--- src/rtl/audio_ctrl.sv ---
// Mode controller and SRAM arbiter for the audio recorder: turns key pulses into
// recorder/player commands and shares the single SRAM port between them.
module audio_ctrl #(
    parameter int                ADDR_W   = 20,
    parameter logic [ADDR_W-1:0] MAX_ADDR = 20'hFFFFF
) (
    input  logic              i_clk,
    input  logic              i_rst,
    input  logic              i_key_start,
    input  logic              i_key_pause,
    input  logic              i_key_stop,
    input  logic              i_sw,
    output logic              o_rec_start,
    output logic              o_rec_pause,
    output logic              o_rec_stop,
    input  logic [ADDR_W-1:0] i_rec_addr,
    input  logic              i_rec_finish,
    input  logic              i_rec_sram_we,
    input  logic [ADDR_W-1:0] i_rec_sram_addr,
    input  logic [15:0]       i_rec_sram_wdata,
    output logic              o_play_start,
    output logic              o_play_pause,
    output logic              o_play_stop,
    output logic [ADDR_W-1:0] o_play_start_addr,
    output logic [ADDR_W-1:0] o_play_end_addr,
    input  logic              i_play_finish,
    input  logic [ADDR_W-1:0] i_play_sram_addr,
    output logic [15:0]       o_play_sram_dq,
    output logic [ADDR_W-1:0] o_sram_addr,
    output logic [15:0]       o_sram_wdata,
    input  logic [15:0]       i_sram_rdata,
    output logic              o_sram_we_n,
    output logic              o_sram_oe_n,
    output logic              o_sram_ce_n,
    output logic              o_sram_lb_n,
    output logic              o_sram_ub_n,
    output logic              o_sram_drive,
    output logic [2:0]        o_state
);

    typedef enum logic [2:0] {
        IDLE       = 3'd0,
        REC        = 3'd1,
        REC_PAUSE  = 3'd2,
        PLAY       = 3'd3,
        PLAY_PAUSE = 3'd4
    } state_t;

    state_t            state_reg, state_next;
    logic              owner_rec_reg, owner_rec_next;
    logic              guard_reg, guard_next;
    logic              rec_valid_reg, rec_valid_next;
    logic [ADDR_W-1:0] end_addr_reg, end_addr_next;
    logic              rec_start_reg, rec_start_next;
    logic              rec_pause_reg, rec_pause_next;
    logic              rec_stop_reg, rec_stop_next;
    logic              play_start_reg, play_start_next;
    logic              play_pause_reg, play_pause_next;
    logic              play_stop_reg, play_stop_next;

    always_ff @(posedge i_clk or posedge i_rst) begin
        if (i_rst) begin
            state_reg      <= IDLE;
            owner_rec_reg  <= 1'b0;
            guard_reg      <= 1'b0;
            rec_valid_reg  <= 1'b0;
            end_addr_reg   <= '0;
            rec_start_reg  <= 1'b0;
            rec_pause_reg  <= 1'b0;
            rec_stop_reg   <= 1'b0;
            play_start_reg <= 1'b0;
            play_pause_reg <= 1'b0;
            play_stop_reg  <= 1'b0;
        end else begin
            state_reg      <= state_next;
            owner_rec_reg  <= owner_rec_next;
            guard_reg      <= guard_next;
            rec_valid_reg  <= rec_valid_next;
            end_addr_reg   <= end_addr_next;
            rec_start_reg  <= rec_start_next;
            rec_pause_reg  <= rec_pause_next;
            rec_stop_reg   <= rec_stop_next;
            play_start_reg <= play_start_next;
            play_pause_reg <= play_pause_next;
            play_stop_reg  <= play_stop_next;
        end
    end

    always_comb begin
        state_next      = state_reg;
        rec_valid_next  = rec_valid_reg;
        end_addr_next   = end_addr_reg;
        rec_start_next  = 1'b0;
        rec_pause_next  = 1'b0;
        rec_stop_next   = 1'b0;
        play_start_next = 1'b0;
        play_pause_next = 1'b0;
        play_stop_next  = 1'b0;

        case (state_reg)
            IDLE: begin
                if (i_key_start) begin
                    if (i_sw) begin
                        state_next     = REC;
                        rec_start_next = 1'b1;
                        rec_valid_next = 1'b0;
                    end else if (rec_valid_reg) begin
                        state_next      = PLAY;
                        play_start_next = 1'b1;
                    end
                end
            end
            REC, REC_PAUSE: begin
                // Stop and finish share the end-of-recording bookkeeping; a finish in
                // the same cycle as stop still pins the end address to MAX_ADDR.
                if (i_key_stop || i_rec_finish) begin
                    state_next     = IDLE;
                    rec_stop_next  = i_key_stop;
                    end_addr_next  = i_rec_finish ? MAX_ADDR : i_rec_addr - ADDR_W'(1);
                    rec_valid_next = (i_rec_addr != '0) || i_rec_finish;
                end else if (i_key_pause && state_reg == REC) begin
                    state_next     = REC_PAUSE;
                    rec_pause_next = 1'b1;
                end else if (i_key_start && state_reg == REC_PAUSE) begin
                    state_next     = REC;
                    rec_start_next = 1'b1;
                end
            end
            PLAY, PLAY_PAUSE: begin
                if (i_key_stop) begin
                    state_next     = IDLE;
                    play_stop_next = 1'b1;
                end else if (i_play_finish && state_reg == PLAY) begin
                    state_next = IDLE;
                end else if (i_key_pause && state_reg == PLAY) begin
                    state_next      = PLAY_PAUSE;
                    play_pause_next = 1'b1;
                end else if (i_key_start && state_reg == PLAY_PAUSE) begin
                    state_next      = PLAY;
                    play_start_next = 1'b1;
                end
            end
            default: state_next = IDLE;
        endcase

        owner_rec_next = (state_next == REC) || (state_next == REC_PAUSE);
        // One dead cycle when the recorder hands the bus back, so it stops driving
        // DQ before the SRAM is allowed to drive it.
        guard_next     = owner_rec_reg && !owner_rec_next;
    end

    always_comb begin
        o_sram_wdata = i_rec_sram_wdata;
        if (owner_rec_reg) begin
            o_sram_addr  = i_rec_sram_addr;
            o_sram_we_n  = ~i_rec_sram_we;
            o_sram_drive = i_rec_sram_we;
            o_sram_oe_n  = 1'b1;
        end else begin
            o_sram_addr  = i_play_sram_addr;
            o_sram_we_n  = 1'b1;
            o_sram_drive = 1'b0;
            o_sram_oe_n  = 1'b0;
        end
        if (guard_reg) begin
            o_sram_we_n  = 1'b1;
            o_sram_oe_n  = 1'b1;
            o_sram_drive = 1'b0;
        end
    end

    assign o_sram_ce_n       = 1'b0;
    assign o_sram_lb_n       = 1'b0;
    assign o_sram_ub_n       = 1'b0;
    assign o_play_sram_dq    = i_sram_rdata;
    assign o_play_start_addr = '0;
    assign o_play_end_addr   = end_addr_reg;
    assign o_state           = state_reg;
    assign o_rec_start       = rec_start_reg;
    assign o_rec_pause       = rec_pause_reg;
    assign o_rec_stop        = rec_stop_reg;
    assign o_play_start      = play_start_reg;
    assign o_play_pause      = play_pause_reg;
    assign o_play_stop       = play_stop_reg;

endmodule

--- config.mk ---
export PLATFORM = sky130hd
export DESIGN_NAME = audio_ctrl
export DESIGN_NICKNAME = d
export VERILOG_FILES = /design/src/rtl/audio_ctrl.sv
export SDC_FILE = /design/constraint.sdc
export NUM_CORES = 1
export LEC_CHECK = 0
export BUFFER_PORTS_ARGS = -buffer_cell sky130_fd_sc_hd__buf_2
export CORE_MARGIN = 4
export CORE_UTILIZATION = 35
export DETAILED_ROUTE_END_ITERATION = 10
export GPL_TIMING_DRIVEN = 0
export HOLD_SLACK_MARGIN = 0.03
export PLACE_DENSITY = 0.87
export SYNTH_ARGS = -nofsm -noshare
export SYNTH_HDL_FRONTEND = slang
export SYNTH_SLANG_ARGS = --single-unit
--- constraint.sdc ---
create_clock -name i_clk -period 2.2 [get_ports i_clk]
set_clock_uncertainty 0.2 [all_clocks]
set_input_delay 0.44 -clock i_clk [delete_from_list [all_inputs] [get_ports i_clk]]
set_output_delay 0.44 -clock i_clk [all_outputs]
set_load 0.005 [all_outputs]
# Word-level counts from Yosys, hierarchy flattened
# Cells that the tools add are included.
classes:
  addsub: 1
  eq_ne: 9
  mux: 48
  bitwise_logic: 1
  reduce_logical: 17
ops:
  columns: ["operator", "count"]
  rows:
  - ["two-way mux 20 bit", 2]
  - ["two-way mux 1 bit", 32]
  - ["two-way mux 3 bit", 10]
  - ["nonzero test 20 bit", 1]
  - ["subtractor 20 x 1 -> 20 bit, second input constant", 1]
  - ["equality test 3 x 2 -> 1 bit, second input constant", 3]
  - ["case mux 3 bit (3 select lines)", 1]
  - ["equality test 3 x 1 -> 1 bit, second input constant", 2]
  - ["logical AND 1 bit", 6]
  - ["!= test 2 bit, second input constant", 3]
  - ["case mux 1 bit (2 select lines)", 3]
  - ["AND reduction 4 bit", 1]
  - ["OR reduction 2 bit", 2]
  - ["equality test 3 bit, second input constant", 1]
  - ["logical NOT 3 bit", 1]
  - ["logical OR 1 bit", 3]
  - ["AND reduction 2 bit", 1]
  - ["nonzero test 2 bit", 1]
  - ["logical NOT 1 bit", 1]
  - ["inverter 1 bit", 1]
totals:
  regBits: 32
  input_bits: 101
  output_inout_bits: 107
  wordCells: 87

# Logic depth before layout (Yosys ltp)
logic_depth:
  ltp_word: 11
  mapped_depth: 6
  depth_no_buf: 6

# Least setup slack after synthesis
# OpenSTA, ideal clock, no wires.
synth_timing:
  kind: "input -> register"
  start: "in i_rec_addr[12]"
  end: "reg end_addr_reg[19] (netlist: o_play_end_addr[19])"
  setup_ps: 82
  t_arrival_ps: 2143
  required_time_ps: 1918
  slack_ps: -225
  path_stages: 5
  path_buffers: 1
  cell_sequence: "or4_4 -> or4_1 -> buf_2 -> or4_1 -> a31oi_1"
synth_via:
  elab_chain_cells: 2
synth_rtl:
  columns: ["element", "line_no", "text"]
  rows:
  - ["start, declared", "16", "input logic [ADDR_W-1:0] i_rec_addr,"]
  - ["subtractor 20 x 1 -> 20 bit", "119", "end_addr_next = i_rec_finish ? MAX_ADDR : i_rec_addr - ADDR_W'(1);"]
  - ["two-way mux 20 bit", "119", null]
  - ["end signal, assigned", "79", "end_addr_reg <= end_addr_next;"]
  - ["end, declared", "53", "logic [ADDR_W-1:0] end_addr_reg, end_addr_next;"]
# Every way passes these cells.
# A chain may end at the register's enable or synchronous reset.

# Worst setup path after layout
layout_timing:
  start: "in i_rec_addr[10]"
  end: "reg end_addr_reg[18] (netlist: o_play_end_addr[18])"
# Same word-level chain as after synthesis.

==> results_dict.tcl <==
set metrics [dict create \
    cp_max_fo 6 \
    maxSlewViolCount 0 \
    drtIter0Drc 75 \
    finalPower_uw 2670 \
    vias 2466 \
    first_pass_iters 4 \
    ant_nets 0 \
    n_antenna_cell 0 \
    leakage_uw 0.00178 \
    drc 0 \
    io_buffers 152 \
    dieArea_um2 8000 \
    p_int_uw 1730 \
    p_switching_uw 946 \
    failed_checks "setup timing" \
    finalNetCount 548 \
    fin_tns_setup_ns -0.0245 \
    routed_via_density 4.72 \
    hold_violations 0 \
    grt_usage_pct 16.1 \
    yosysSeqAreaShare_pct 34.5 \
    gp_congestion 0.835 \
    irDropWorstVdd_mv 0.388 \
    placed_cell_area_um2 3270 \
    grt_pass1_wl_um 10000 \
    largest_reg_flops 20 \
    drv_cap 0 \
    yosys_warnings 0 \
    cts.clk_slew.worst_paths_ns 0.06 \
    synth.distinct_cells 43 \
    power.share.switching_pct 35.4 \
    clk_path_buf_depth 2 \
    fin_area_um2 3520 \
    placedCellCount 511 \
    wl_um 7340 \
    crit_path_end_kind "register" \
    fillers 571 \
    hold_class "in -> reg" \
    finalWorstSetupSlack_ns -0.0164 \
    rows 29 \
    syn-cell-area_um2 2320 \
    synthArstFlopShare_pct 100 \
    critPathLaunchType "input pin" \
    fp.dieH_um 89.5 \
    rsz0062_at_grt "true" \
    wire_per_inst_um 14.0 \
    synth-seq-cells 32 \
    antenna_found_initial 0 \
    tritoncts "built" \
    seq_power_share_pct 34.8 \
    crit_top_cell "or4_4" \
    status "complete, but fails checks" \
    final-setup-viol-count 2 \
    io_pins 208 \
    crit_required_ns 2.20 \
    path_class "in -> reg" \
    start_util_pct 36.4 \
    clockPowerShare_pct 18.2 \
    synth_edf_count 0 \
    overflow 0 \
    slew_headroom_pct 57.4 \
    path_cells "buf_2, or4_4, or4_4, buf_6, or4_4, a31oi_1" \
    grt_pass1_vias 2286 \
    comb_power_share_pct 47.0 \
    final_cell_mix "151 x buf_2, 58 x buf_4, 32 x dfrtp_1" \
    final_cells 523 \
    synth_cells 260 \
    fmax_mhz 451 \
    grt_start_max_net_pins 33 \
    cpMaxStageDelayCell "or4_4" \
    cts_root_buffer "clkbuf_8" \
    cts_sinks 32 \
    cts-htree-levels 2 \
    clk_latency_ns 0.28 \
    timing.final.crit_share_pct 101 \
    syn-mean-instance-area_um2 8.93 \
    drive_gt1_share_pct 59.0 \
    ys.flop_type "dfrtp_1" \
    dp_hpwl_um 5900 \
    final_common_cell "buf_2" \
    worst_pin_slew_ns 0.634 \
    post-route-min-period_ns 2.22 \
    area_growth_pct 51.6 \
    die_w_um 89.5 \
    numCtsBuffers 5 \
    cpPeakStageDelay_ns 0.49 \
    cp.arrival_ns 2.22 \
    p_per_area_nw_per_um2 760 \
    core_um2 6390 \
    utilization_pct 55.1 \
]
[synth_stat cells (all sizes together), types with 5 or more instances]
library cell	instances	area share, %
a31oi	8	2.2
mux2	21	10
nor3	7	1.5
xor2	9	3.4
nand2	8	1.3
dfrtp	32	34
a21oi	17	3.7
o21ai	5	1.1
buf	57	18
nor2	28	4.5
clkbuf	7	1.1
inv	8	1.3
o31ai	6	1.9
or4	6	2.2
[area by class of cell]
type | instances | area, um^2 | area share (%)
buffer | 64 | 462 | 13.1
clock buffer | 7 | 96.3 | 2.74
inverter | 8 | 30.0 | 0.853
multi-input combinational | 178 | 1200 | 34.2
sequential | 32 | 801 | 22.7
tap | 77 | 96.3 | 2.74
timing repair buffer | 157 | 833 | 23.7
[per-layer routing]
| layer | routed length [um] | track usage (%) | up-vias |
|---|---|---|---|
| li1 | - | - | 1202 |
| met1 | 2560 | 17.0 | 1114 |
| met2 | 3900 | 30.1 | 141 |
| met3 | 804 | 4.42 | 9 |
| met4 | 74 | 6.22 | 0 |
| met5 | 0 | 0 | - |
[critical path, delay by kind of cell]
family,cells,cell delay (ns)
simple gates,3,1.33
compound gates,1,0.17
buf+inv,2,0.27
[worst paths after layout]
path                       cells after the start               start                   to  slack [ns]
setup / recovery                               6      i_rec_addr[10]  o_play_end_addr[18]       -0.02
setup reg to reg                               5          o_state[0]        owner_rec_reg        0.08
min in group asynchronous                      3               i_rst          o_play_stop        0.52
hold / removal                                 2       i_play_finish         o_play_pause        0.15
hold reg to reg                                2  o_play_end_addr[0]   o_play_end_addr[0]        0.32
max in group asynchronous                      4               i_rst   o_play_end_addr[7]        0.84
[repair_timing]
action / in CTS / in global routing
setup buffers: 3 / 0
resized for setup: 14 / 11
hold buffers: 0 / 1
hold endpoints to repair: 0 / 14
setup endpoints to repair: 25 / 30
pin swaps: 6 / 2
[cell families (layout without fill, tap and decap cells)]
family / Yosys count / after routing / share of synthesized area [%]
muxes: 22 / 22 / 10.6
other: 1 / 23 / 0.161
buffers and inverters: 72 / 236 / 20.6
adders and majority gates: 1 / 1 / 0.539
AOI/OAI and AO/OA: 43 / 43 / 11.4
and+or+nand+nor: 77 / 77 / 17.7
xor gates and xnor gates: 12 / 12 / 4.53
DFF: 32 / 32 / 34.5
[power groups by stage]
stage / logic [uW] / clock network (uW) / registers, uW
after floorplan: 657 / 0 / 946
after global placement: 1210 / 0 / 931
after detailed placement: 1240 / 0 / 940
after CTS: 1250 / 506 / 934
after global routing: 1390 / 529 / 964
final: 1260 / 487 / 932
[per-stage QoR]
stage	worst slack (ns)	hold WS [ns]
3_5_place_dp	-0.694	0.312
3_3_place_gp	-0.599	0.306
5_1_grt	-0.0526	0.132
2_1_floorplan	-0.225	0.312
6_report	-0.0164	0.149
4_1_cts	-0.111	0.125
(Power assumes the default switching activity.)
